## src/rtl/rct_w2m_bridge.sv

```systemverilog
// rct_w2m_bridge: Wishbone classic slave to mem_if request/response master.
// Accepts one Wishbone cycle at a time, issues a tagged 87-bit mem_if
// request, waits for the 51-bit response carrying the same tid, then ends
// the Wishbone cycle with ack or err. A response timeout keeps the bus from
// hanging. A cycle dropped by the master mid-flight still completes on
// mem_if, but it ends silently.
module rct_w2m_bridge #(
    parameter int          BUS_WIDTH      = 32,
    parameter int          BUS_MASK       = 4,
    parameter logic [3:0]  SRCID          = 4'h0,
    parameter logic [3:0]  RID            = 4'h0,
    parameter int          TIMEOUT_CYCLES = 1024
) (
    input  logic                 clk_i,
    input  logic                 rst_i,
    input  logic                 wb_cyc_i,
    input  logic                 wb_stb_i,
    input  logic [BUS_WIDTH-1:0] wb_addr_i,
    input  logic                 wb_we_i,
    input  logic [BUS_WIDTH-1:0] wb_data_i,
    input  logic [BUS_MASK-1:0]  wb_sel_i,
    output logic                 wb_ack_o,
    output logic                 wb_err_o,
    output logic [BUS_WIDTH-1:0] wb_data_o,
    output logic                 mem_if_req_valid,
    input  logic                 mem_if_req_ready,
    output logic [86:0]          mem_if_req,
    input  logic                 mem_if_resp_valid,
    output logic                 mem_if_resp_ready,
    input  logic [50:0]          mem_if_resp
);

    localparam logic [1:0] ST_IDLE = 2'd0;
    localparam logic [1:0] ST_REQ  = 2'd1;
    localparam logic [1:0] ST_WAIT = 2'd2;
    localparam logic [1:0] ST_TERM = 2'd3;

    localparam logic [2:0] OP_READ  = 3'b000;
    localparam logic [2:0] OP_WRITE = 3'b001;

    localparam logic [15:0] TIMEOUT_LAST = 16'(TIMEOUT_CYCLES - 1);

    logic [1:0]  state;
    logic [1:0]  next_state;
    logic [7:0]  tid_cnt;
    logic [15:0] timeout_cnt;
    logic        aborted;

    // Request handshake and response decode.
    logic        req_fire;
    logic        resp_fire;
    logic [15:0] resp_tid;
    logic [2:0]  resp_op;
    logic [31:0] resp_data;
    logic        resp_match;
    logic        resp_ok;
    logic        timeout_hit;
    logic        abort_now;
    logic        req_is_write;
    logic [15:0] issued_tid;
    logic [15:0] new_tid;

    assign req_fire     = mem_if_req_valid & mem_if_req_ready;
    assign resp_fire    = mem_if_resp_valid & mem_if_resp_ready;
    assign resp_tid     = mem_if_resp[50:35];
    assign resp_op      = mem_if_resp[34:32];
    assign resp_data    = mem_if_resp[31:0];
    assign issued_tid   = mem_if_req[86:71];
    assign req_is_write = (mem_if_req[70:68] == OP_WRITE);
    assign new_tid      = {RID, SRCID, tid_cnt};
    assign resp_match   = resp_fire && (resp_tid == issued_tid);
    // Only the two success codes are ok; op[2] and every unknown code are errors.
    assign resp_ok      = (resp_op == OP_READ) || (resp_op == OP_WRITE);
    assign timeout_hit  = (timeout_cnt == TIMEOUT_LAST);
    // The master may drop cyc on the very edge the transaction resolves.
    assign abort_now    = aborted | ~wb_cyc_i;

    // Next-state selection for the single-outstanding-request controller.
    always_comb begin
        // NOTE: default assignment first so every path drives next_state and no latch is inferred.
        next_state = state;
        case (state)
            ST_IDLE: if (wb_cyc_i && wb_stb_i)          next_state = ST_REQ;
            ST_REQ:  if (req_fire)                      next_state = ST_WAIT;
            ST_WAIT: if (resp_match || timeout_hit)     next_state = ST_TERM;
            ST_TERM:                                    next_state = ST_IDLE;
            default:                                    next_state = ST_IDLE;
        endcase
    end

    // State, request payload, counters and Wishbone termination registers.
    always_ff @(posedge clk_i) begin
        if (rst_i) begin
            state             <= ST_IDLE;
            tid_cnt           <= 8'h00;
            timeout_cnt       <= 16'h0000;
            aborted           <= 1'b0;
            mem_if_req_valid  <= 1'b0;
            mem_if_req        <= '0;
            mem_if_resp_ready <= 1'b0;
            wb_ack_o          <= 1'b0;
            wb_err_o          <= 1'b0;
            wb_data_o         <= '0;
        end else begin
            // NOTE: sequential state uses non-blocking assignments; a later assignment in this block overrides these pulse defaults.
            state             <= next_state;
            mem_if_resp_ready <= (next_state == ST_IDLE) || (next_state == ST_WAIT);
            wb_ack_o          <= 1'b0;
            wb_err_o          <= 1'b0;

            case (state)
                ST_IDLE: begin
                    if (wb_cyc_i && wb_stb_i) begin
                        mem_if_req_valid <= 1'b1;
                        aborted          <= 1'b0;
                        mem_if_req       <= {new_tid,
                                             wb_we_i ? OP_WRITE : OP_READ,
                                             32'(wb_addr_i),
                                             wb_we_i ? 32'(wb_data_i) : 32'h0,
                                             4'(wb_sel_i)};
                    end
                end

                ST_REQ: begin
                    if (!wb_cyc_i) aborted <= 1'b1;
                    if (req_fire) begin
                        mem_if_req_valid <= 1'b0;
                        tid_cnt          <= tid_cnt + 8'd1;
                        timeout_cnt      <= 16'h0000;
                    end
                end

                ST_WAIT: begin
                    if (!wb_cyc_i) aborted <= 1'b1;
                    if (resp_match) begin
                        if (!abort_now) begin
                            if (resp_ok) begin
                                wb_ack_o <= 1'b1;
                                if (!req_is_write) wb_data_o <= BUS_WIDTH'(resp_data);
                            end else begin
                                wb_err_o <= 1'b1;
                            end
                        end
                    end else if (timeout_hit) begin
                        if (!abort_now) wb_err_o <= 1'b1;
                    end else begin
                        timeout_cnt <= timeout_cnt + 16'd1;
                    end
                end

                default: ;
            endcase
        end
    end

endmodule
```

## config.mk

```make
export PLATFORM = sky130hd
export DESIGN_NAME = rct_w2m_bridge
export DESIGN_NICKNAME = d
export VERILOG_FILES = /design/src/rtl/rct_w2m_bridge.sv
export SDC_FILE = /design/constraint.sdc
export NUM_CORES = 1
export LEC_CHECK = 0
export BUFFER_PORTS_ARGS = -buffer_cell sky130_fd_sc_hd__buf_4
export CORE_MARGIN = 10
export CORE_UTILIZATION = 47
export DETAILED_ROUTE_END_ITERATION = 6
export PLACE_DENSITY = 0.83
export SLEW_MARGIN = 40
export SYNTH_ARGS = -nofsm -noshare
export SYNTH_HDL_FRONTEND = slang
export SYNTH_SLANG_ARGS = --single-unit
```

## constraint.sdc

```tcl
create_clock -name clk_i -period 2.02 [get_ports clk_i]
set_input_delay 0.303 -clock clk_i [delete_from_list [all_inputs] [get_ports clk_i]]
set_output_delay 0.303 -clock clk_i [all_outputs]
set_load 0.005 [all_outputs]
```

## Yosys cells after proc, flatten, opt, wreduce, memory -nomap -nowiden

Cells that the tools add are included.

- Logic and storage cells: 75
- Flip-flop bits (word level): 142

- Equal/unequal tests: 13
- Multiplexer cells: 22
- Bitwise operators: 8
- Reduce and logical (&&, ||, !) cells: 20
- Add/sub/neg operators: 2

Operators with widths:

| operator | count |
|---|---|
| 16-bit 2-to-1 mux | 3 |
| 32-bit 2-to-1 mux | 1 |
| 16-bit one-hot mux with 2 select lines | 1 |
| 16-bit by 1-bit adder with 16-bit output, second input constant | 1 |
| 16-bit by 10-bit equality test with 1-bit output, second input constant | 1 |
| 16-bit by 8-bit equality test with 1-bit output | 1 |
| 1-bit 2-to-1 mux | 11 |
| 2-bit inequality test, second input constant | 5 |
| 8-bit by 1-bit adder with 8-bit output, second input constant | 1 |
| 2-bit one-hot mux with 4 select lines | 1 |
| 2-bit equality test, second input constant | 3 |
| 3-bit by 1-bit equality test with 1-bit output, second input constant | 2 |
| 2-bit 2-to-1 mux | 3 |
| 3-bit AND reduction | 2 |
| 2-bit nonzero test | 3 |
| 1-bit NOT | 5 |
| 5-bit AND reduction | 1 |
| 2-bit logical NOT | 2 |
| 1-bit one-hot mux with 2 select lines | 2 |
| 2-bit AND reduction | 2 |
| 4-bit AND reduction | 1 |
| 2-bit OR reduction | 2 |
| 4-bit OR reduction | 1 |
| 3-bit logical NOT | 1 |
| other kinds (5) | 9 |

## Logic depth before layout (Yosys ltp)

Gate-level depths: netlist of run 1.

- Word-level depth: 7
- Depth in mapped cells: 10
- Depth with buffers taken out: 7

## Worst setup path after synthesis of run 1

OpenSTA, ideal clock, no wires.

- Kind: register -> register
- From: register state[0]
- To: register mem_if_req[68]
- Stages on the path, launching flop included: 10
- Data arrival time: 1.735 ns
- Path slack: 0.214 ns
- Clock period less this slack: 1.806 ns
- Cell sequence: dfxtp_1 -> inv_1 -> ha_1 -> clkbuf_1 -> and3_1 -> clkbuf_1 -> buf_2 -> buf_1 -> nand2_1 -> a21oi_1

- Word-level cells in the longest chain between the ends: 2

Ends and longest elaborated chain:

| what | line | source |
|---|---|---|
| start: declaration | 43 | `logic [1:0] state;` |
| start signal: assignment | 106 | `state <= next_state;` |
| 2-bit logical NOT | 111 | `case (state)` |
| 2-bit AND reduction (no line) | -- |  |
| end signal: assignment | 116 | `mem_if_req <= {new_tid,` |
| end: declaration | 27 | `output logic [86:0] mem_if_req,` |

No other way between the ends.
A chain may end at the register's enable or synchronous reset.

## Worst setup path in the final report of run 1

- From: register mem_if_req[78]
- To: register mem_if_resp_ready

- Word-level cells in the longest chain between the ends: 7
- Elaborated cells between the ends (all ways): 8
- Those cells by class: eq/ne: 2; mux: 2; reduce/logical: 4

Ends and longest elaborated chain:

| what | line | source |
|---|---|---|
| 16-bit by 8-bit equality test with 1-bit output (*) | 71 | `assign resp_match = resp_fire && (resp_tid == issued_tid);` |
| 1-bit logical AND (*) | 71 |  |
| 1-bit logical OR (*) | 85 | `ST_WAIT: if (resp_match \|\| timeout_hit) next_state = ST_TERM;` |
| 2-bit 2-to-1 mux (*) | 85 |  |
| 2-bit one-hot mux with 4 select lines (*) | 82 | `case (state)` |
| 2-bit equality test / 2-bit logical NOT (equally long branches) | 107 | `mem_if_resp_ready <= (next_state == ST_IDLE) \|\| (next_state == ST_WAIT);` |
| 1-bit logical OR (*) | 107 |  |
| end signal: assignment | 107 |  |
| end: declaration | 29 | `output logic mem_if_resp_ready,` |

Mark *: on every way between the ends. The rest lies on a longest branch, timed or not.

==> run_results.csv, run 1 <==
group,metric,value,unit
run_status,status,"complete, no violations",
die,core,12000,um^2
global_routing,overflow,0,
global_routing,grt_pass1_wl,28800,um
min_path,hold_class,"in -> reg",
logic_synthesis,seq_area_frac_synth,0.489,
cells_and_area,nNetsFinal,1062,
sta,setup_viol,0,
sta,worst_clock_skew,10.4,ps
logic_synthesis,synthDominantCellAreaShare,0.489,
cells_and_area,antenna_cells,0,
die,rows,40,
worst_setup_path,rrSetupSlack,70,ps
pwr,p_total,7.08,mW
clock_tree,cts-root-buf,"clkbuf_16",
drt,firstDrtPassIters,4,
logic_synthesis,synthSimpleGateAreaFrac,0.242,
logic_synthesis,synth_xor_area_frac,0.0229,
placed_design,port-buffer-count,237,
worst_setup_path,r2r_cells,6,
min_path,hold_end,"mem_if_req[2]$_SDFFE_PP0P_",
logic_synthesis,synthCells,701,
die,die_h,130,um
logic_synthesis,async_reset_ff_frac,0,
logic_synthesis,ys_seq_elements,140,
logic_synthesis,synth_cell_type_count,48,
logic_synthesis,synth.cell_area,5730,um^2
worst_setup_path,rr_startpoint,"mem_if_req[78]$_SDFFE_PP0P_",
clock_tree,cts-hold-fix-buffers,0,
cells_and_area,layout_common_cells,"buf_4 (261), dfxtp_1 (138), nand2_1 (133)",
clock_tree,clk_path_buf_depth,2,
die,start_util,0.479,
placed_design,placedInstanceArea,7730,um^2
clock_tree,numCtsBuffers,17,
clock_tree,cts_tree,"built",
worst_setup_path,endpoint_kind,"flop",
die,die_w,130,um
logic_synthesis,synth_warnings,0,
clock_tree,htree_levels,4,
drt,ant_nets,0,
drt,vias,5833,
clock_tree,clock-sinks,140,
sta,worstMarginPinSlew,549,ps
sta,period_minus_slack,1950,ps
drt,drt_wl_total,19000,um
logic_synthesis,yosysTopAreaCell,"dfxtp_1",
placed_design,dp_hpwl,13600,um
drt,via_per_inst,5.35,
logic_synthesis,synth_compound_area_frac,0.173,
global_routing,track_usage,0.214,
sta,fin_crit_sh,0.964,
die,ioPinCount,249,
worst_setup_path,worstSetupPathType,"reg -> reg",
cells_and_area,final_cell_area,8490,um^2
drt,first_iter_violations,375,
logic_synthesis,synthAdderAreaFrac,0.0109,
sta,final_max_slew_viol_count,0,
sta,max_freq,513,MHz
sta,setup_tns,0,ps
pwr,ir_drop,736,uV
cells_and_area,drive_gt1_frac,0.346,
drt,drc,0,
worst_setup_path,worstPathRequired,2330,ps
clock_tree,clk_latency,420,ps
worst_setup_path,critPathLaunchType,"flop",
logic_synthesis,synth_ff_type,"dfxtp_1",
clock_tree,clk_pin_slew_worst_paths,60,ps
global_routing,grt_max_degree,65,
cells_and_area,area_growth_syn_to_layout,48.1,%
logic_synthesis,synth_top_family_by_area,"simple AND/OR/NAND/NOR gates",
pwr,powerDensity,834,nW/um^2
pwr,p_leak,3.44,nW
cells_and_area,fillers,933,
placed_design,place_congestion,0.863,
logic_synthesis,synthMuxAreaShare,0.00175,
worst_setup_path,cp_max_fo,2,
die,dieArea,17000,um^2
sta,relSlewSlack,0.634,
min_path,holdPathStages,3,
worst_setup_path,r2r_end,"mem_if_resp_ready$_SDFF_PP0_",
drt,wl_per_cell,17.4,um
logic_synthesis,syn_avg_cell_area,8.18,um^2
cells_and_area,final_common_cell,"buf_4",
logic_synthesis,synthTopCellsByArea,"dfxtp_1 (49%), a21oi_1 (11%), nand2_1 (8.7%)",
global_routing,antenna_found_initial,0,
logic_synthesis,synth_edf_count,0,
global_routing,grt_pass1_vias,5822,
flow_run,cap_violations,0,
min_path,hold_start,"wb_sel_i[2]",
sta,hold_viol_final,0,
worst_setup_path,arrival,2260,ps
==> kinds of logic after synthesis <==
family | after synthesis
other | 1
buffers and inverters | 71
xor gates and xnor gates | 15
and+or+nand+nor | 282
muxes | 1
AOI/OAI and AO/OA | 186
adders and majority gates | 5
DFF | 140
==> through the flow <==
step                      hold slack (ps)  std cells   util  setup slack [ps]
after floorplan                       439        710      -               214
after global placement                439       1058  0.646             -2.36
after detailed placement              445       1058  0.646             -42.2
after CTS                             113       1090  0.704              9.46
after global routing                  121       1091  0.710             -5.34
final                                 126       1091  0.710              72.1
==> routing by layer <==
metal	vias to the layer above	track usage	share of wire
li1	2884	-	-
met1	2720	0.215	0.36
met2	208	0.358	0.49
met3	21	0.135	0.13
met4	0	0.0674	0.018
met5	-	0	0
==> layout make-up <==
| cell class | count | area, um^2 | share of cell area |
|---|---|---|---|
| inverter | 5 | 18.8 | 0.00221 |
| multi-input combinational | 499 | 2690 | 0.317 |
| clock inverter | 13 | 238 | 0.0280 |
| clock buffer | 19 | 453 | 0.0533 |
| sequential | 140 | 2810 | 0.330 |
| timing repair buffer | 268 | 2100 | 0.247 |
| tap | 147 | 184 | 0.0217 |
==> Yosys cell counts, types with 9 or more instances <==
| cell type | n |
|---|---|
| nand3_1 | 77 |
| buf_4 | 11 |
| o31ai_1 | 13 |
| or4_1 | 12 |
| clkbuf_1 | 36 |
| nand4_1 | 9 |
| dfxtp_1 | 140 |
| nand2_1 | 133 |
| nor2_1 | 18 |
| a21oi_1 | 130 |
| xnor2_1 | 10 |
| o21ai_1 | 27 |
==> sequential cells by signal, indices dropped and copies added, names as in the netlist <==
name / flops
mem_if_resp_ready: 1
state: 2
wb_err_o: 1
wb_data_o: 32
tid_cnt: 8
aborted: 1
mem_if_req: 77
mem_if_req_valid: 1
timeout_cnt: 16
wb_ack_o: 1
==> worst max path at each step <==
| stage | slack, ps | start | to |
|---|---|---|---|
| 5_1_grt | -5 | timeout_cnt[0]$_SDFFE_PP0P_ | timeout_cnt[15]$_SDFFE_PP0P_ |
| 2_1_floorplan | 210 | state[0]$_SDFF_PP0_ | mem_if_req[68]$_SDFFE_PP0P_ |
| 3_3_place_gp | -2 | mem_if_resp[38] | mem_if_resp_ready$_SDFF_PP0_ |
| 3_5_place_dp | -40 | mem_if_resp[38] | wb_data_o[4]$_SDFFE_PP0P_ |
| 6_report | 70 | mem_if_req[78]$_SDFFE_PP0P_ | mem_if_resp_ready$_SDFF_PP0_ |
| 4_1_cts | 9 | mem_if_req[74]$_SDFFE_PP0P_ | mem_if_resp_ready$_SDFF_PP0_ |
==> what timing repair did <==
action,CTS,global route
endpoints found under the setup margin,0,48
gates resized for setup,0,14
setup buffers,0,1
==> power by group <==
group	switching, mW	internal (mW)	leakage, nW
clock	1.21	2.39	0.326
combinational	0.292	0.324	1.98
sequential	0.0360	2.83	1.13
==> critical path, cell delays in order, from the launching register on <==
cell	delay, ps
dfxtp_1	320
xnor2_1	310
nand3_1	170
buf_4	170
or3_4	380
a211o_1	280
and4b_1	200
No activity file was read; power rests on OpenSTA's default activity.
==> run 2, diff against run 1 <==
Settings changed: ABC_AREA from default to 1, CORE_UTILIZATION 47 to 48, PLACE_DENSITY 0.83 to 0.84.
==> run 2 against run 1 <==
Compared with the run above: final area up 1.0%; flip-flop and latch count unchanged; clock-buffer cell count up 2; largest cell class unchanged.
==> run_results.csv, run 2 <==
group,metric,value,unit
min_path,hold_start,"mem_if_resp[31]",
clock_tree,cts-hold-fix-buffers,0,
logic_synthesis,post-synth-top-count-cell,"nand2_1",
worst_setup_path,endpoint_kind,"flop",
worst_setup_path,worstPathRequired,2330,ps
global_routing,grt_pass1_wl,29400,um
sta,relSlewSlack,0.648,
placed_design,dp_hpwl,13500,um
die,start_util,0.487,
sta,period_minus_slack,1830,ps
cells_and_area,reg.largest.list,"mem_if_req x77, wb_data_o x32, timeout_cnt x16",
drt,wl_per_cell,14.2,um
global_routing,grt_max_degree,94,
worst_setup_path,critPathLaunchType,"flop",
die,core,12500,um^2
sta,fin_crit_sh,0.906,
drt,via_per_inst,4.77,
logic_synthesis,synthDominantCellAreaShare,0.460,
placed_design,port-buffer-count,237,
drt,ant_nets,0,
worst_setup_path,crit_slowest_cell,"dfxtp_1",
drt,firstDrtPassIters,4,
clock_tree,htree_levels,4,
global_routing,overflow,0,
clock_tree,clk_pin_slew_worst_paths,60,ps
logic_synthesis,synthTopCellsByArea,"dfxtp_1 (46%), nand2_1 (17%), nor2_1 (7.7%)",
clock_tree,clk_path_buf_depth,2,
logic_synthesis,synth_cell_type_count,35,
cells_and_area,largest_reg_flops,77,
sta,setup_viol,0,
clock_tree,clock-sinks,140,
cells_and_area,stdcell_count,1288,
run_status,status,"complete, no violations",
cells_and_area,nNetsFinal,1235,
logic_synthesis,syn_avg_cell_area,6.94,um^2
worst_setup_path,cp_common_cell,"nand2_2",
drt,drt_wl_total,18300,um
logic_synthesis,synth.cell_area,6100,um^2
die,die_w,133,um
global_routing,top_usage_layer,"met2",
drt,vias,6143,
worst_setup_path,arrival,2140,ps
sta,setup_tns,0,ps
clock_tree,cts-root-buf,"clkbuf_16",
cells_and_area,final_common_cell,"nand2_1",
logic_synthesis,synthCells,879,
drt,first_iter_violations,260,
logic_synthesis,synth_edf_count,0,
die,die_h,133,um
cells_and_area,final_cell_area,8580,um^2
logic_synthesis,yosys-top-cells-count,"nand2_1 (284), dfxtp_1 (140), nor2_1 (125), a21oi_1 (91), inv_1 (70)",
placed_design,place_inst,1257,
pwr,ir_drop,657,uV
clock_tree,numCtsBuffers,17,
global_routing,antenna_found_initial,0,
worst_setup_path,cp_max_fo,17,
cells_and_area,layout_common_cells,"nand2_1 (283), buf_4 (246), dfxtp_1 (140)",
cells_and_area,antenna_cells,0,
logic_synthesis,yosysTopAreaCell,"dfxtp_1",
flow_run,cap_violations,0,
global_routing,grt_pass1_vias,6021,
logic_synthesis,synth_warnings,0,
cells_and_area,area_growth_syn_to_layout,40.7,%
worst_setup_path,worstSetupPathType,"reg -> reg",
worst_setup_path,cp_cell_sequence,"ha_1, nand2_2, nor2_4, nand2_2, clkinv_2, nand3_2, nand2_2, inv_4, nand2_8, inv_1, nor2_1, nor2_1",
worst_setup_path,critPathMaxStageDelay,380,ps
logic_synthesis,async_reset_ff_frac,0,
cells_and_area,max_flop_register,"mem_if_req",
placed_design,place_congestion,0.839,
sta,rsz0062_at_grt,"false",
clock_tree,cts_tree,"built",
sta,worst_clock_skew,8.88,ps
min_path,hold_end,"wb_data_o[31]$_SDFFE_PP0P_",
min_path,hold_class,"in -> reg",
logic_synthesis,ys_seq_elements,140,
cells_and_area,regArea,2800,um^2
die,dieArea,17600,um^2
global_routing,met3_usage,0.124,
pwr,powerDensity,784,nW/um^2
cells_and_area,multi_input_area,2770,um^2
min_path,holdPathStages,3,
global_routing,met2_usage,0.331,
cells_and_area,final_core_util,0.685,
worst_setup_path,rrSetupSlack,190,ps
worst_setup_path,rr_startpoint,"timeout_cnt[1]$_SDFFE_PP0P_",
worst_setup_path,r2r_cells,12,
placed_design,placedInstanceArea,7990,um^2
worst_setup_path,r2r_end,"timeout_cnt[0]$_SDFFE_PP0P_",
sta,max_freq,547,MHz
sta,final_max_slew_viol_count,0,
logic_synthesis,synth_ff_type,"dfxtp_1",
drt,drc,0,
sta,holdWs,94.0,ps
pwr,p_leak,3.93,nW
cells_and_area,drive_gt1_frac,0.283,
die,ioPinCount,249,
die,rows,41,
clock_tree,clk_latency,420,ps
logic_synthesis,seq_area_frac_synth,0.460,
global_routing,track_usage,0.203,
sta,hold_viol_final,0,
cells_and_area,fillers,1087,
global_routing,global_route.usage.met1,0.208,
sta,worstMarginPinSlew,528,ps
[run 2: cell types whose count changed in the layout (fill, tap and decap cells not counted), sizes merged, moves of 4 or more]
cell,change
a21oi,-29
or4,-13
nand2,+163
xnor2,-6
o21ai,-21
o31ai,-12
bufinv,-4
nand3,-50
nor2,+110
inv,+71
buf,-19
[run 2: cell type report]
cell class / count / share of cell area
clock inverters: 10 / 0.0134
clock buffers: 21 / 0.0548
inverters: 78 / 0.0346
repair buffers: 249 / 0.222
flip-flops and latches: 140 / 0.327
well taps: 172 / 0.0251
multi-input cells: 618 / 0.323
[run 2: kinds of logic (layout without fill, tap and decap cells)]
| kind of cell | Yosys count | after routing | share of synthesized area |
|---|---|---|---|
| other cells | 1 | 10 | 0.000615 |
| flops | 140 | 140 | 0.460 |
| xor+xnor | 10 | 10 | 0.0144 |
| simple gates | 472 | 472 | 0.316 |
| buf+inv | 130 | 358 | 0.0919 |
| fa+ha+maj | 5 | 5 | 0.0103 |
| compound gates | 121 | 121 | 0.108 |
[run 2: worst max-delay path: cells and delay by family, from the launching register on]
kind | cells | cell delay, ps
flip-flops | 1 | 380
AND/OR/NAND/NOR | 8 | 850
buffers and inverters | 3 | 220
adder cells (fa/ha/maj) | 1 | 260
[run 2: worst max-delay path by stage]
| stage | from | end | slack [ps] | cells after the start |
|---|---|---|---|---|
| CTS | timeout_cnt[1]$_SDFFE_PP0P_ | timeout_cnt[0]$_SDFFE_PP0P_ | 180 | 12 |
| detailed placement | timeout_cnt[1]$_SDFFE_PP0P_ | timeout_cnt[0]$_SDFFE_PP0P_ | 230 | 12 |
| global placement | state[1]$_SDFF_PP0_ | mem_if_req[8]$_SDFFE_PP0P_ | 100 | 8 |
| finish | timeout_cnt[1]$_SDFFE_PP0P_ | timeout_cnt[0]$_SDFFE_PP0P_ | 190 | 12 |
| global route | timeout_cnt[1]$_SDFFE_PP0P_ | timeout_cnt[0]$_SDFFE_PP0P_ | 20 | 12 |
| floorplan | timeout_cnt[0]$_SDFFE_PP0P_ | timeout_cnt[5]$_SDFFE_PP0P_ | 410 | 11 |
[run 2: metal layers]
| layer | share of wire | vias to the layer above |
|---|---|---|
| li1 | - | 3166 |
| met1 | 0.39 | 2747 |
| met2 | 0.46 | 206 |
| met3 | 0.13 | 24 |
| met4 | 0.020 | 0 |
| met5 | 0 | - |
[run 2: where the power goes]
part / leakage (nW) / total, mW / switching (mW) / internal, mW
clock network: 0.281 / 3.07 / 1.16 / 1.91
logic: 2.51 / 0.747 / 0.382 / 0.365
registers: 1.13 / 2.91 / 0.0539 / 2.85
total: 3.93 / 6.72 / 1.60 / 5.12
[run 2: metrics by stage]
stage	total power [mW]	worst slack, ps
after floorplan	3.32	412
after global placement	3.70	102
after detailed placement	3.71	230
after CTS	6.77	179
after global routing	6.97	16.5
final	6.72	190
[run 2: what timing repair did]
item                                    4_1_cts  5_1_grt
endpoints found under the setup margin        0        1
resized for setup                             0        1
buffers inserted                              0        0
